===== src/rtl/mw_pipe_reg.sv =====
// M->W pipeline register: stall/flush control, load-data extraction and misaligned-load
// suppression. Define MW_RETIRE_CNT_EN to add the retire_cnt output and its counter.
module mw_pipe_reg #(
    parameter logic [31:0] RESET_PC = 32'h0000_3000
) (
    input  logic        clk,
    input  logic        reset,
    input  logic        stall,
    input  logic        flush,
    input  logic [31:0] IR_M,
    input  logic [31:0] PC4_M,
    input  logic [31:0] PC8_M,
    input  logic [31:0] ALUout_M,
    input  logic [31:0] DMrd_M,
    input  logic [4:0]  RDst_M,
    input  logic        regwrite_M,
    output logic [31:0] IR_W,
    output logic [31:0] PC4_W,
    output logic [31:0] PC8_W,
    output logic [31:0] ALUout_W,
    output logic [31:0] DMout_W,
    output logic [4:0]  RDst_W,
    output logic        regwrite_W,
    output logic        valid_W,
    output logic        adel_W
`ifdef MW_RETIRE_CNT_EN
   ,output logic [31:0] retire_cnt
`endif
);
    localparam logic [5:0] OP_LB  = 6'h20;
    localparam logic [5:0] OP_LH  = 6'h21;
    localparam logic [5:0] OP_LW  = 6'h23;
    localparam logic [5:0] OP_LBU = 6'h24;
    localparam logic [5:0] OP_LHU = 6'h25;

    typedef struct packed {
        logic [31:0] ir;
        logic [31:0] pc4;
        logic [31:0] pc8;
        logic [31:0] alu;
        logic [31:0] raw;
        logic [4:0]  rdst;
        logic        regwrite;
        logic        valid;
        logic        adel;
    } w_state_t;

    localparam w_state_t RST_STATE = '{
        ir: '0, pc4: RESET_PC + 32'd4, pc8: RESET_PC + 32'd8, alu: '0, raw: '0,
        rdst: '0, regwrite: 1'b0, valid: 1'b0, adel: 1'b0};

    w_state_t   st_q, cap_d, bub_d;
    logic [5:0] op_m;
    logic       mis_m;

    always_comb begin
        op_m  = IR_M[31:26];
        mis_m = ((op_m == OP_LW) && (ALUout_M[1:0] != 2'b00)) ||
                (((op_m == OP_LH) || (op_m == OP_LHU)) && ALUout_M[0]);

        cap_d          = '0;
        cap_d.ir       = IR_M;
        cap_d.pc4      = PC4_M;
        cap_d.pc8      = PC8_M;
        cap_d.alu      = ALUout_M;
        cap_d.raw      = DMrd_M;
        cap_d.regwrite = regwrite_M & ~mis_m;
        cap_d.rdst     = (regwrite_M & ~mis_m) ? RDst_M : 5'd0;
        cap_d.valid    = 1'b1;
        cap_d.adel     = mis_m;

        // Bubble is a nop that still carries the PC trace forward
        bub_d     = '0;
        bub_d.pc4 = PC4_M;
        bub_d.pc8 = PC8_M;
    end

    always_ff @(posedge clk or negedge reset) begin
        if (!reset)      st_q <= RST_STATE;
        else if (flush)  st_q <= bub_d;
        else if (!stall) st_q <= cap_d;
    end

    assign IR_W       = st_q.ir;
    assign PC4_W      = st_q.pc4;
    assign PC8_W      = st_q.pc8;
    assign ALUout_W   = st_q.alu;
    assign RDst_W     = st_q.rdst;
    assign regwrite_W = st_q.regwrite;
    assign valid_W    = st_q.valid;
    assign adel_W     = st_q.adel;

    logic [7:0]  byte_sel;
    logic [15:0] half_sel;

    always_comb begin
        case (st_q.alu[1:0])
            2'd0:    byte_sel = st_q.raw[7:0];
            2'd1:    byte_sel = st_q.raw[15:8];
            2'd2:    byte_sel = st_q.raw[23:16];
            default: byte_sel = st_q.raw[31:24];
        endcase
        half_sel = st_q.alu[1] ? st_q.raw[31:16] : st_q.raw[15:0];

        case (st_q.ir[31:26])
            OP_LB:   DMout_W = {{24{byte_sel[7]}}, byte_sel};
            OP_LBU:  DMout_W = {24'd0, byte_sel};
            OP_LH:   DMout_W = {{16{half_sel[15]}}, half_sel};
            OP_LHU:  DMout_W = {16'd0, half_sel};
            default: DMout_W = st_q.raw;
        endcase
    end

`ifdef MW_RETIRE_CNT_EN
    // Counts the instruction leaving W: real, not held, not a faulting load
    always_ff @(posedge clk or negedge reset) begin
        if (!reset)
            retire_cnt <= '0;
        else if (st_q.valid && !stall && !st_q.adel)
            retire_cnt <= retire_cnt + 32'd1;
    end
`endif

endmodule


===== config.mk =====
export PLATFORM = sky130hd
export DESIGN_NAME = mw_pipe_reg
export DESIGN_NICKNAME = d
export VERILOG_FILES = /design/src/rtl/mw_pipe_reg.sv
export SDC_FILE = /design/constraint.sdc
export NUM_CORES = 1
export LEC_CHECK = 0
export BUFFER_PORTS_ARGS = -buffer_cell sky130_fd_sc_hd__clkbuf_2
export CAP_MARGIN = 20
export CORE_AREA = 2 2 203 145
export DETAILED_ROUTE_END_ITERATION = 8
export DIE_AREA = 0 0 205 147
export REMOVE_ABC_BUFFERS = 1
export SLEW_MARGIN = 20
export SYNTH_ARGS = -nofsm -noshare
export SYNTH_HDL_FRONTEND = slang
export SYNTH_SLANG_ARGS = --single-unit
export TNS_END_PERCENT = 20

===== constraint.sdc =====
create_clock -name clk -period 1.6 [get_ports clk]
set_input_delay 0.16 -clock clk [delete_from_list [all_inputs] [get_ports clk]]
set_output_delay 0.16 -clock clk [all_outputs]
set_load 0.05 [all_outputs]

==> reports/results.txt, run 1 <==
syn avg cell area: 9.81 µm²
FF+latch count, synth: 168
met2 wire len: 13.6 mm
Max Root-Sink Buffers: 2
Worst Path Required: 1.44 ns
Post-synth EDFFs: 0
FILL cells: 2630
failing checks: setup timing
Max-slew headroom: 0.464
routed via count: 7345
share of layout cells above drive strength 1: 0.395
HPWL Detailed: 19.3 mm
CTS tree: yes
clock sink count: 168
Setup-failing EPs final: 32
Post-synth top cells: nand2_1 (210), dfrtp_1 (162), buf_4 (133)
VDD IR max: 0.682 mV
Synth area leader: dfrtp_1
Die Height: 147 µm
RSZ-0062 raised after global routing: true
largest net degree at the start of global routing: 72
Post-Syn Area: 0.00838 mm²
DRC: 0
H-tree depth: 4
setup slack after layout: -0.769 ns
DIE WIDTH: 205 µm
met3 WL post-DR: 2.05 mm
Via density: 4.44
Clk pin slew, worst setup/hold paths: 0.07 ns
final antenna-violating net count: 0
reg2reg setup slack: 0.54 ns
CP Capture Point: DMout_W[1]
Worst Reg2Reg Path Length in Cells: 4
total negative slack: -21.63 ns
row count: 52
total gr overflow: 0
Setup CP Type: reg2out
Hold Path Class: in2reg
Worst Setup Start Kind: register
Reg area: 0.00421 mm²
min Tclk post-route: 2.37 ns
Syn. warnings: 0
Place WS: -0.394 ns
clock root buffer master: clkbuf_16
total power: 12.1 mW
sequential share of the synthesized area: 0.503
Skew-Pair Late Insertion Delay: 0.42 ns
top layer in use: met4
DRT Pass-1 Iters: 5
GPL Wtd Cong: 0.881
Design Area, Final: 0.0127 mm²
static leakage: 6.73 nW
total of max-cap violations: 0
wire length per cell: 16.9 µm
WL met1: 11.7 mm
Yosys cell types: 38
overall routing resource usage: 0.186
clock skew: 0 ns
Async SR Flop Fraction: 1.00
worst setup path start: IR_W[27]
utilization after layout: 0.448
initial antenna violation count: 0
reg2reg start: ALUout_W[1]
fin crit share: 1.48
first-pass GRT wire length: 42.9 mm
Area Growth Syn to Fin: 51.5%
top cell type's share of synthesized area: 0.484
IO Pins: 338
Worst-Margin Slew: 0.803 ns
Initial DRC Count: 398
count of final hold-check violations: 0
CP max FO: 6
most frequent cell after synthesis: nand2_1
Placement Cell Area: 0.0101 mm²
largest cells by area after synthesis: dfrtp_1 (48%), buf_4 (12%), mux2i_1 (11%), nand2_1 (9.4%), nor2_1 (4.5%)
total CTS buffers: 17
WP data arrival: 2.21 ns
n_diodes: 0
max frequency: 422 MHz
vias in the first global route: 7616
capturing point of the worst reg2reg path: ALUout_W[1]
Synth Instances: 854
fin nets: 1432
DIE AREA: 0.0301 mm²
routed wire length: 28.0 mm
ys flop type: dfrtp_1
Initial Utilization: 0.295
multi-input logic area: 0.00307 mm²
Slew Viols, Final: 0
Core Footprint: 0.0284 mm²
IO buf count: 337
power per cell area: 957 mW/mm²
Worst Setup End Kind: primary output
outcome: finished with violations
report_power, final:
group	switching (mW)	internal [mW]	total [mW]
Sequential	0.188	4.53	4.72
Combinational	2.07	1.24	3.30
Clock	1.94	2.19	4.12
Total	4.19	7.96	12.1
layout by cell type (no fill, tap or decap), types with 16 or more instances in the layout:
cell,Yosys,layout
buf_12,0,16
buf_4,133,68
nand2_1,210,210
mux2i_1,96,96
nor2_1,101,101
buf_8,0,21
dfrtp_1,162,161
clkbuf_2,0,300
clkbuf_16,0,17
dlygate4sd3_1,0,151
repair_timing:
item	CTS	global route
gates cloned	1	1
endpoints found under the hold margin	181	1
pin swaps	7	8
setup endpoints to repair	33	34
hold buffers	150	1
resized for setup	75	45
buffers inserted	7	0
cell families (layout without fill, tap and decap cells):
family                 count (synthesis)  count (layout)  synth area share
multiplexers                         114             114             0.151
flip-flops                           168             168             0.503
AND/OR/NAND/NOR                      329             329             0.154
buffers and inverters                190             611             0.149
AO/OA/AOI/OAI                         53              53            0.0439
state kept, by name, indices dropped and copies added, names as in the netlist:
register    count
ALUout_W       32
IR_W           32
PC4_W          32
PC8_W          32
RDst_W          5
adel_W          1
regwrite_W      1
st_q           32
valid_W         1
per-layer routing:
layer	vias to the layer above	track usage
li1	3462	-
met1	3555	0.233
met2	297	0.310
met3	31	0.0510
met4	0	0.0583
met5	-	0
cell type report:
type | count | share of cell area
Clock buffer | 18 | 0.0338
Multi-Input combinational cell | 496 | 0.242
Tap cell | 378 | 0.0373
Timing Repair Buffer | 570 | 0.342
Sequential cell | 168 | 0.332
Inverter | 9 | 0.00266
Clock inverter | 14 | 0.0109
worst min path at each step:
stage                     slack, ns            to  cells after the start    startpoint
final                          0.01      IR_W[15]                      3      IR_M[15]
after global routing         0.0002      st_q[29]                      3    DMrd_M[21]
after CTS                     0.002  ALUout_W[20]                      3  ALUout_M[20]
after detailed placement       0.14   ALUout_W[6]                      1         reset
after global placement         0.14   ALUout_W[6]                      1         reset
after floorplan               -0.14   ALUout_W[0]                      0         reset
critical path: stages, from the launching register on:
cell and delay (ns):
dfrtp_1 0.42, nor4b_4 0.35, buf_6 0.19, mux2_2 0.34, a221o_1 0.30, buf_12 0.16
metrics by stage:
step / hold slack, ns / cells
final: 0.0138 / 1653
after global routing: 0.000197 / 1653
after CTS: 0.00166 / 1651
after detailed placement: 0.141 / 1461
after global placement: 0.139 / 1461
after floorplan: -0.136 / 673
Note: power is estimated with default switching activity, not from simulation.
==> run 2: changes to the inputs <==
--- a/config.mk
+++ b/config.mk
@@ -7,9 +7,12 @@
 export LEC_CHECK = 0
 export BUFFER_PORTS_ARGS = -buffer_cell sky130_fd_sc_hd__clkbuf_2
 export CAP_MARGIN = 20
+export CELL_PAD_IN_SITES_DETAIL_PLACEMENT = 0
+export CELL_PAD_IN_SITES_GLOBAL_PLACEMENT = 1
 export CORE_AREA = 2 2 203 145
 export DETAILED_ROUTE_END_ITERATION = 8
 export DIE_AREA = 0 0 205 147
+export PLACE_DENSITY_LB_ADDON = 0.1
 export REMOVE_ABC_BUFFERS = 1
 export SLEW_MARGIN = 20
 export SYNTH_ARGS = -nofsm -noshare
==> reports/results.txt, run 2 (synthesis results as in run 1) <==
DRC: 0 (unchanged)
fin nets: 1436 (+0.28%)
failing checks: setup timing
cell count after placement: 1464 (+0.21%)
max frequency: 427 MHz (+1.2%)
Worst-Margin Slew: 0.415 ns (-0.388 ns)
Max-slew headroom: 0.719 (+0.255)
Initial DRC Count: 289 (-27%)
clock sink count: 168 (unchanged)
static leakage: 6.73 nW (about the same)
fin crit share: 1.46 (-0.0181)
total CTS buffers: 17 (unchanged)
CP max stage cell: dfrtp_1
DIE WIDTH: 205 µm (unchanged)
total gr overflow: 0 (unchanged)
Skew-Pair Late Insertion Delay: 0.42 ns (about the same)
Initial Utilization: 0.295 (unchanged)
min Tclk post-route: 2.34 ns (-0.0290 ns)
power per cell area: 960 mW/mm² (+0.30%)
final antenna-violating net count: 0 (unchanged)
WP data arrival: 2.18 ns (-0.03 ns)
share of layout cells above drive strength 1: 0.392 (-0.00328)
CTS tree: yes
Worst Setup End Kind: primary output
H-tree depth: 4 (unchanged)
Area Growth Syn to Fin: 51.3%
Slew Viols, Final: 0 (unchanged)
Setup-failing EPs final: 32 (unchanged)
setup slack after layout: -0.740 ns (+0.0290 ns)
commonest non-fill, non-tap cell in the layout: clkbuf_2
largest net degree at the start of global routing: 73 (+1.4%)
row count: 52 (unchanged)
Max Root-Sink Buffers: 2 (unchanged)
IO buf count: 337 (unchanged)
routed via count: 7001 (-4.7%)
overall routing resource usage: 0.176 (-0.00982)
DRT Pass-1 Iters: 4 (-1)
Placement Cell Area: 0.0102 mm² (+0.42%)
outcome: finished with violations
Die Height: 147 µm (unchanged)
vias in the first global route: 7324 (-3.8%)
wire length per cell: 15.9 µm (-6.2%)
HPWL Detailed: 18.6 mm (-3.9%)
Setup CP Type: reg2out
commonest cells after routing, fill and taps aside: clkbuf_2 (302), nand2_1 (210), dfrtp_1 (161), dlygate4sd3_1 (155), nor2_1 (101)
Worst Path Required: 1.44 ns (about the same)
Clk pin slew, worst setup/hold paths: 0.06 ns (about the same)
Worst Setup Start Kind: register
RSZ-0062 raised after global routing: true
GPL Wtd Cong: 0.782 (-11%)
count of final hold-check violations: 0 (unchanged)
CP max FO: 11 (+5)
Core Footprint: 0.0284 mm² (unchanged)
initial antenna violation count: 0 (unchanged)
Design Area, Final: 0.0127 mm² (-0.14%)
total of max-cap violations: 0 (unchanged)
clock root buffer master: clkbuf_16
total power: 12.2 mW (+0.16%)
DIE AREA: 0.0301 mm² (unchanged)
n_diodes: 0 (unchanged)
first-pass GRT wire length: 41.3 mm (-3.8%)
Via density: 4.23 (-4.9%)
IO Pins: 338 (unchanged)
Hold Path Class: in2reg
final std cells w/o fill: 1656 (+0.18%)
routed wire length: 26.3 mm (-6.0%)
worst stage delay on the critical path: 0.40 ns (-0.02 ns)
VDD IR max: 0.616 mV (-9.7%)
clock skew: 0 ns (unchanged)
FILL cells: 2762 (+5.0%)
CP cell instances: nor4b_2, buf_4, mux2_2, a221o_1, buf_12
## run 2: cell types whose count changed in the layout (fill, tap and decap cells not counted), sizes merged
cell / previous run / this run
dlygate4sd3: 151 / 155
clkinv: 5 / 4
clkinvlp: 2 / 1
clkbuf: 323 / 336
buf: 114 / 105
inv: 15 / 11
bufinv: 1 / 2
## run 2: area by class of cell
type	instances	area (µm²)	area share
multi-input combinational	496	3040	0.240
clock inverter	9	113	0.00888
timing repair buffer	574	4320	0.341
clock buffer	22	484	0.0382
tap	378	473	0.0373
inverter	9	33.8	0.00266
sequential	168	4210	0.332
## run 2: worst paths after layout
check	startpoint	endpoint	slack, ns	cells after the start
setup reg to reg	ALUout_W[0]	ALUout_W[0]	0.59	3
setup / recovery	IR_W[29]	DMout_W[0]	-0.74	5
hold reg to reg	PC8_W[12]	PC8_W[12]	0.45	2
min in group asynchronous	reset	IR_W[3]	0.11	2
max in group asynchronous	reset	PC8_W[3]	0.80	4
hold / removal	IR_M[29]	IR_W[29]	0.03	3
## run 2: per-layer routing
layer,vias to the layer above,global-route usage,wire [µm],share of wire
met5,-,0,0,0
met4,0,0.0392,200,0.0076
met3,13,0.0546,1820,0.069
met2,198,0.271,12000,0.46
met1,3330,0.242,12300,0.47
li1,3460,-,-,-
## run 2: power breakdown
part	switching (mW)	internal [mW]
sequential	0.170	4.54
combinational	2.02	1.21
clock	1.76	2.47
total	3.95	8.22
## run 2: what timing repair did
action                     CTS  global route
hold endpoints to repair   316             0
hold buffers               155             0
gates cloned                 1             1
setup buffers                3             1
setup endpoints to repair   33            32
pin swaps                    8             2
gates resized for setup     64            27
## run 2: stage by stage
stage	hold WS [ns]	util	setup slack, ns	setup TNS, ns
4_1_cts	0.00608	0.444	-0.766	-21.32
5_1_grt	0.0254	0.447	-0.843	-24.44
3_3_place_gp	-0.0177	0.358	-0.341	-7.95
2_1_floorplan	-0.136	-	-2.12	-136.21
3_5_place_dp	-0.0196	0.358	-0.346	-8.30
6_report	0.0295	0.447	-0.740	-20.92
## run 2: worst max-delay path, delay by kind of cell (launching register included)
family | cells | cell delay, ns
buffers and inverters | 2 | 0.42
DFF | 1 | 0.40
muxes | 1 | 0.35
AOI/OAI and AO/OA | 1 | 0.32
and+or+nand+nor | 1 | 0.28
